### src/rtl/write_resp_router.sv
// write_resp_router
//   Routes AXI write responses (B channel) from two slaves to two masters.
//   One response is in flight at a time: a slave is granted in IDLE
//   (round-robin on ties), its B beat is steered to the master selected by
//   bid[0], and the grant is held until the B handshake completes.
//
// Ports
//   clk, rst                 clock, asynchronous active-low reset
//   s0_*/s1_*                B channel from slave 0/1 (bid, bresp, bvalid in; bready out)
//   m0_*/m1_*                B channel to master 0/1 (bid, bresp, bvalid out; bready in)
//   busy                     high while a grant is held
//   grant_slave              index of the granted slave (valid while busy)
//   resp_count               completed B handshakes, wraps silently
module write_resp_router #(
    parameter int ID_W  = 1,
    parameter int CNT_W = 8
) (
    input  logic              clk,
    input  logic              rst,

    input  logic [ID_W-1:0]   s0_bid,
    input  logic [1:0]        s0_bresp,
    input  logic              s0_bvalid,
    output logic              s0_bready,

    input  logic [ID_W-1:0]   s1_bid,
    input  logic [1:0]        s1_bresp,
    input  logic              s1_bvalid,
    output logic              s1_bready,

    output logic [ID_W-1:0]   m0_bid,
    output logic [1:0]        m0_bresp,
    output logic              m0_bvalid,
    input  logic              m0_bready,

    output logic [ID_W-1:0]   m1_bid,
    output logic [1:0]        m1_bresp,
    output logic              m1_bvalid,
    input  logic              m1_bready,

    output logic              busy,
    output logic              grant_slave,
    output logic [CNT_W-1:0]  resp_count
);

    typedef enum logic {IDLE, GRANT} state_t;

    state_t           state;
    logic             last_grant;
    logic             tgt;
    logic [ID_W-1:0]  bid_q;

    logic             sel_bvalid;
    logic [1:0]       sel_bresp;
    logic             sel_bready;
    logic             handshake;

    // Granted slave's B beat and target master's ready; zero outside GRANT
    // so every routed output falls to 0 as soon as state resets.
    always_comb begin
        sel_bvalid = 1'b0;
        sel_bresp  = '0;
        sel_bready = 1'b0;
        if (state == GRANT) begin
            sel_bvalid = grant_slave ? s1_bvalid : s0_bvalid;
            sel_bresp  = grant_slave ? s1_bresp  : s0_bresp;
            sel_bready = tgt ? m1_bready : m0_bready;
        end
    end

    assign handshake = sel_bvalid & sel_bready;

    always_comb begin
        m0_bvalid = 1'b0;
        m0_bresp  = '0;
        m0_bid    = '0;
        m1_bvalid = 1'b0;
        m1_bresp  = '0;
        m1_bid    = '0;
        s0_bready = 1'b0;
        s1_bready = 1'b0;
        if (state == GRANT) begin
            if (tgt) begin
                m1_bvalid = sel_bvalid;
                m1_bresp  = sel_bresp;
                m1_bid    = bid_q;
            end else begin
                m0_bvalid = sel_bvalid;
                m0_bresp  = sel_bresp;
                m0_bid    = bid_q;
            end
            if (grant_slave) s1_bready = sel_bready;
            else             s0_bready = sel_bready;
        end
    end

    assign busy = (state == GRANT);

    always_ff @(posedge clk or negedge rst) begin
        if (!rst) begin
            state       <= IDLE;
            last_grant  <= 1'b1;
            grant_slave <= 1'b0;
            tgt         <= 1'b0;
            bid_q       <= '0;
            resp_count  <= '0;
        end else begin
            case (state)
                IDLE: begin
                    if (s0_bvalid && (!s1_bvalid || last_grant)) begin
                        state       <= GRANT;
                        grant_slave <= 1'b0;
                        tgt         <= s0_bid[0];
                        bid_q       <= s0_bid;
                    end else if (s1_bvalid) begin
                        state       <= GRANT;
                        grant_slave <= 1'b1;
                        tgt         <= s1_bid[0];
                        bid_q       <= s1_bid;
                    end
                end
                GRANT: begin
                    if (handshake) begin
                        state      <= IDLE;
                        last_grant <= grant_slave;
                        resp_count <= resp_count + 1'b1;
                    end
                end
                default: state <= IDLE;
            endcase
        end
    end

endmodule

### config.mk
export PLATFORM = sky130hd
export DESIGN_NAME = write_resp_router
export DESIGN_NICKNAME = d
export VERILOG_FILES = /design/src/rtl/write_resp_router.sv
export SDC_FILE = /design/constraint.sdc
export NUM_CORES = 1
export LEC_CHECK = 0
export ABC_AREA = 1
export ABC_CLOCK_PERIOD_IN_PS = 1250
export BUFFER_PORTS_ARGS = -buffer_cell sky130_fd_sc_hd__buf_2
export CAP_MARGIN = 5
export CORE_MARGIN = 2
export CORE_UTILIZATION = 46
export DETAILED_ROUTE_END_ITERATION = 8
export PLACE_DENSITY = 0.82
export SYNTH_ARGS = -nofsm -noshare
export SYNTH_HDL_FRONTEND = slang
export SYNTH_SLANG_ARGS = --single-unit
### constraint.sdc
create_clock -name clk -period 1.25 [get_ports clk]
set_input_delay 0.0625 -clock clk [delete_from_list [all_inputs] [get_ports clk]]
set_output_delay 0.0625 -clock clk [all_outputs]
set_load 0.01 [all_outputs]
==> flow_metrics.py <==
metrics = {
    "sta": {
        "post-route-period-util": 1.08,
        "min_period_ns": 1.35,
        "worst_slack_ns": -0.0957,
        "clock_skew_ns": 0.00482,
        "holdWs_ns": 0.0574,
        "rsz0062_at_grt": "true",
        "fmax_mhz": 743,
        "finalHoldViolCount": 0,
        "setup_violations": 15,
        "slew_viol_final": 0,
    },
    "final_layout": {
        "fill_cells": 121,
        "area_growth_pct": 38.5,
        "nets": 163,
        "drive_gt1_frac": 0.383,
        "num_antenna_cells": 0,
    },
    "clock_network": {
        "clock_latency_ns": 0.28,
        "ctsHtreeMaxLevel": 1,
        "cts_root_buffer": "clkbuf_4",
        "numCtsBuffers": 3,
        "clock_sinks": 12,
        "cts_tree": "yes",
        "clockBufferDepth": 2,
        "clkTransAtPathRegs_ns": 0.08,
    },
    "global_routing": {
        "grt_max_degree": 14,
        "antenna_found_initial": 0,
        "grt-ovfl-total": 0,
        "grt_pass1_vias": 709,
        "track_usage": 0.219,
        "grt_pass1_wl_um": 3070,
    },
    "routing": {
        "first_pass_iters": 4,
        "wire_per_inst_um": 13.2,
        "routed_wl_um": 2170,
        "routed_via_density": 5.21,
        "drt_iter0_markers": 41,
        "wl_met1_um": 802,
        "route.met2.wl_um": 1180,
        "final_antenna_net_count": 0,
        "vias": 859,
        "drcViolationCount": 0,
        "highest_layer": "met4",
        "dr_wl_met3_um": 136,
    },
    "run_status": {
        "violations": "setup timing",
        "status": "finished with violations",
    },
    "synthesis": {
        "netlist-cell-type-count": 18,
        "yosysMostFrequentCell": "nand2_1",
        "syn_nets": 124,
        "syn_area_um2": 764,
        "synth_warnings": 0,
        "synth_edf_count": 0,
        "synth.largest_area_cell": "dfrtp_1",
        "syn_inst": 111,
        "avgSynthCellArea_um2": 6.89,
        "synth_top_area_frac": 0.360,
        "synth_area_leaders": "dfrtp_1 36%, nand2_1 24%, nor2_1 6.9%",
        "yosys-top-cells-count": "49 x nand2_1, 14 x nor2_1, 11 x dfrtp_1",
        "ys_ff_latch": 12,
        "synth_ff_type": "dfrtp_1",
        "ys_seq_area_frac": 0.394,
        "synthArstFlopShare": 1.00,
    },
    "floorplan": {
        "die_h_um": 44.8,
        "dieArea_mm2": 0.00200,
        "core_mm2": 0.00152,
        "initial_core_util": 0.502,
        "die_x_um": 44.8,
        "io_pins": 32,
        "row_count": 14,
    },
    "placed_design": {
        "gp_congestion": 0.824,
        "io_buffers": 30,
        "dp_hpwl_um": 1460,
    },
    "setup_path": {
        "required_ns": 1.19,
        "crit_chain": "buf_6 -> mux2i_4 -> nor2_1 -> buf_2",
        "end_kind": "output port",
        "arrival_ns": 1.28,
        "crit_slowest_cell": "dfrtp_2",
        "critical_path_peak_fanout": 5,
        "worst_setup_path_start_kind": "register",
        "critical_path_class": "register to output port",
        "startpoint": "grant_slave",
        "r2r-start": "grant_slave",
        "cpPeakStageDelay_ns": 0.44,
    },
    "power_and_ir_drop": {
        "power.density_mw_per_mm2": 2160,
        "finalPower_mw": 2.28,
        "ir_drop_uv": 1270,
        "leakage_nw": 0.605,
    },
    "worst_hold_path": {
        "holdCritPathClass": "input pin to register",
        "hp-start": "s1_bid",
    },
    "job": {
        "drv_cap": 0,
    },
}
final timing paths:
| check | end | slack [ns] | cells after the start |
|---|---|---|---|
| setup reg to reg | resp_count[0] | -0.07 | 6 |
| hold reg to reg | last_grant | 0.50 | 2 |
| max in group asynchronous | last_grant | 0.78 | 2 |
| hold / removal | bid_q | 0.06 | 3 |
| setup / recovery | m0_bresp[0] | -0.1 | 4 |
| min in group asynchronous | bid_q | 0.19 | 2 |
critical path: cells and delay by family (launching register included):
kind | cells | cell delay, ns
AND/OR/NAND/NOR | 1 | 0.09
multiplexers | 1 | 0.19
buffers and inverters | 2 | 0.28
flip-flops | 1 | 0.44
sequential cells by signal, indices dropped and copies added, names as in the netlist:
name         cells
bid_q            1
busy             1
grant_slave      1
last_grant       1
resp_count       8
layout make-up:
type                    instances  area, um^2  share of cell area
well taps                      16        20.0              0.0189
inverters                      12        47.5              0.0449
repair buffers                 37         209               0.197
multi-input cells              84         442               0.417
flip-flops and latches         12         304               0.287
clock buffers                   4        36.3              0.0343
per-layer routing:
metal  vias to the layer above  global-route usage
met5                         -                   0
met4                         0              0.0545
met3                         6              0.0600
met2                        34               0.371
met1                       408               0.275
li1                        411                   -
cells in the final DEF (no fill, tap or decap):
master,Yosys,final
dlygate4sd3_1,0,1
ha_1,1,1
nand2_4,0,1
nand2_2,0,3
inv_1,10,10
xnor2_1,3,3
nand2_1,49,45
a21oi_1,1,1
buf_6,2,1
o21ai_4,0,1
conb_1,1,1
inv_4,0,1
nand3_2,1,1
nor2_1,14,13
clkbuf_4,0,3
buf_4,1,5
inv_2,2,1
mux2i_2,0,1
nand3b_1,1,1
clkbuf_8,0,1
nand3_4,0,1
dfrtp_2,0,2
o21ai_0,3,3
dfrtp_1,11,9
dfstp_2,1,1
buf_2,0,30
nand3_1,5,4
nor2_2,0,1
o21ai_2,3,2
mux2i_4,0,1
where the power goes:
group          switching, mW  internal [mW]
clock                  0.135          0.177
combinational          0.739          0.557
sequential             0.153          0.523
total                   1.03           1.26
stage by stage:
| step | cell area (um^2) | util | instances | setup TNS, ns | setup slack, ns |
|---|---|---|---|---|---|
| after floorplan | 764 | - | 111 | 0 | 0.0984 |
| final | 1060 | 0.695 | 165 | -0.702 | -0.0957 |
| after global placement | 935 | 0.613 | 158 | 0 | 0.0709 |
| after CTS | 1010 | 0.662 | 163 | -0.572 | -0.110 |
| after global routing | 1060 | 0.695 | 165 | -2.10 | -0.148 |
| after detailed placement | 935 | 0.613 | 158 | 0 | 0.0264 |
repair_timing:
item | 4_1_cts | 5_1_grt
pin swaps | 0 | 4
setup buffers | 0 | 2
setup endpoints to repair | 8 | 16
endpoints found under the hold margin | 12 | 0
hold buffers | 1 | 0
gates resized for setup | 7 | 9
logic make-up (layout without fill, tap and decap cells):
kind of cell               Yosys count  after routing  synth area share
other                                1              1           0.00491
xor gates and xnor gates             3              3            0.0344
adders and majority gates            1              1            0.0164
AOI/OAI and AO/OA                    7              7            0.0606
buffers and inverters               15             53            0.0982
and+or+nand+nor                     70             70             0.365
muxes                                2              2            0.0262
DFF                                 12             12             0.394
Power figures use the tool's default switching activity.
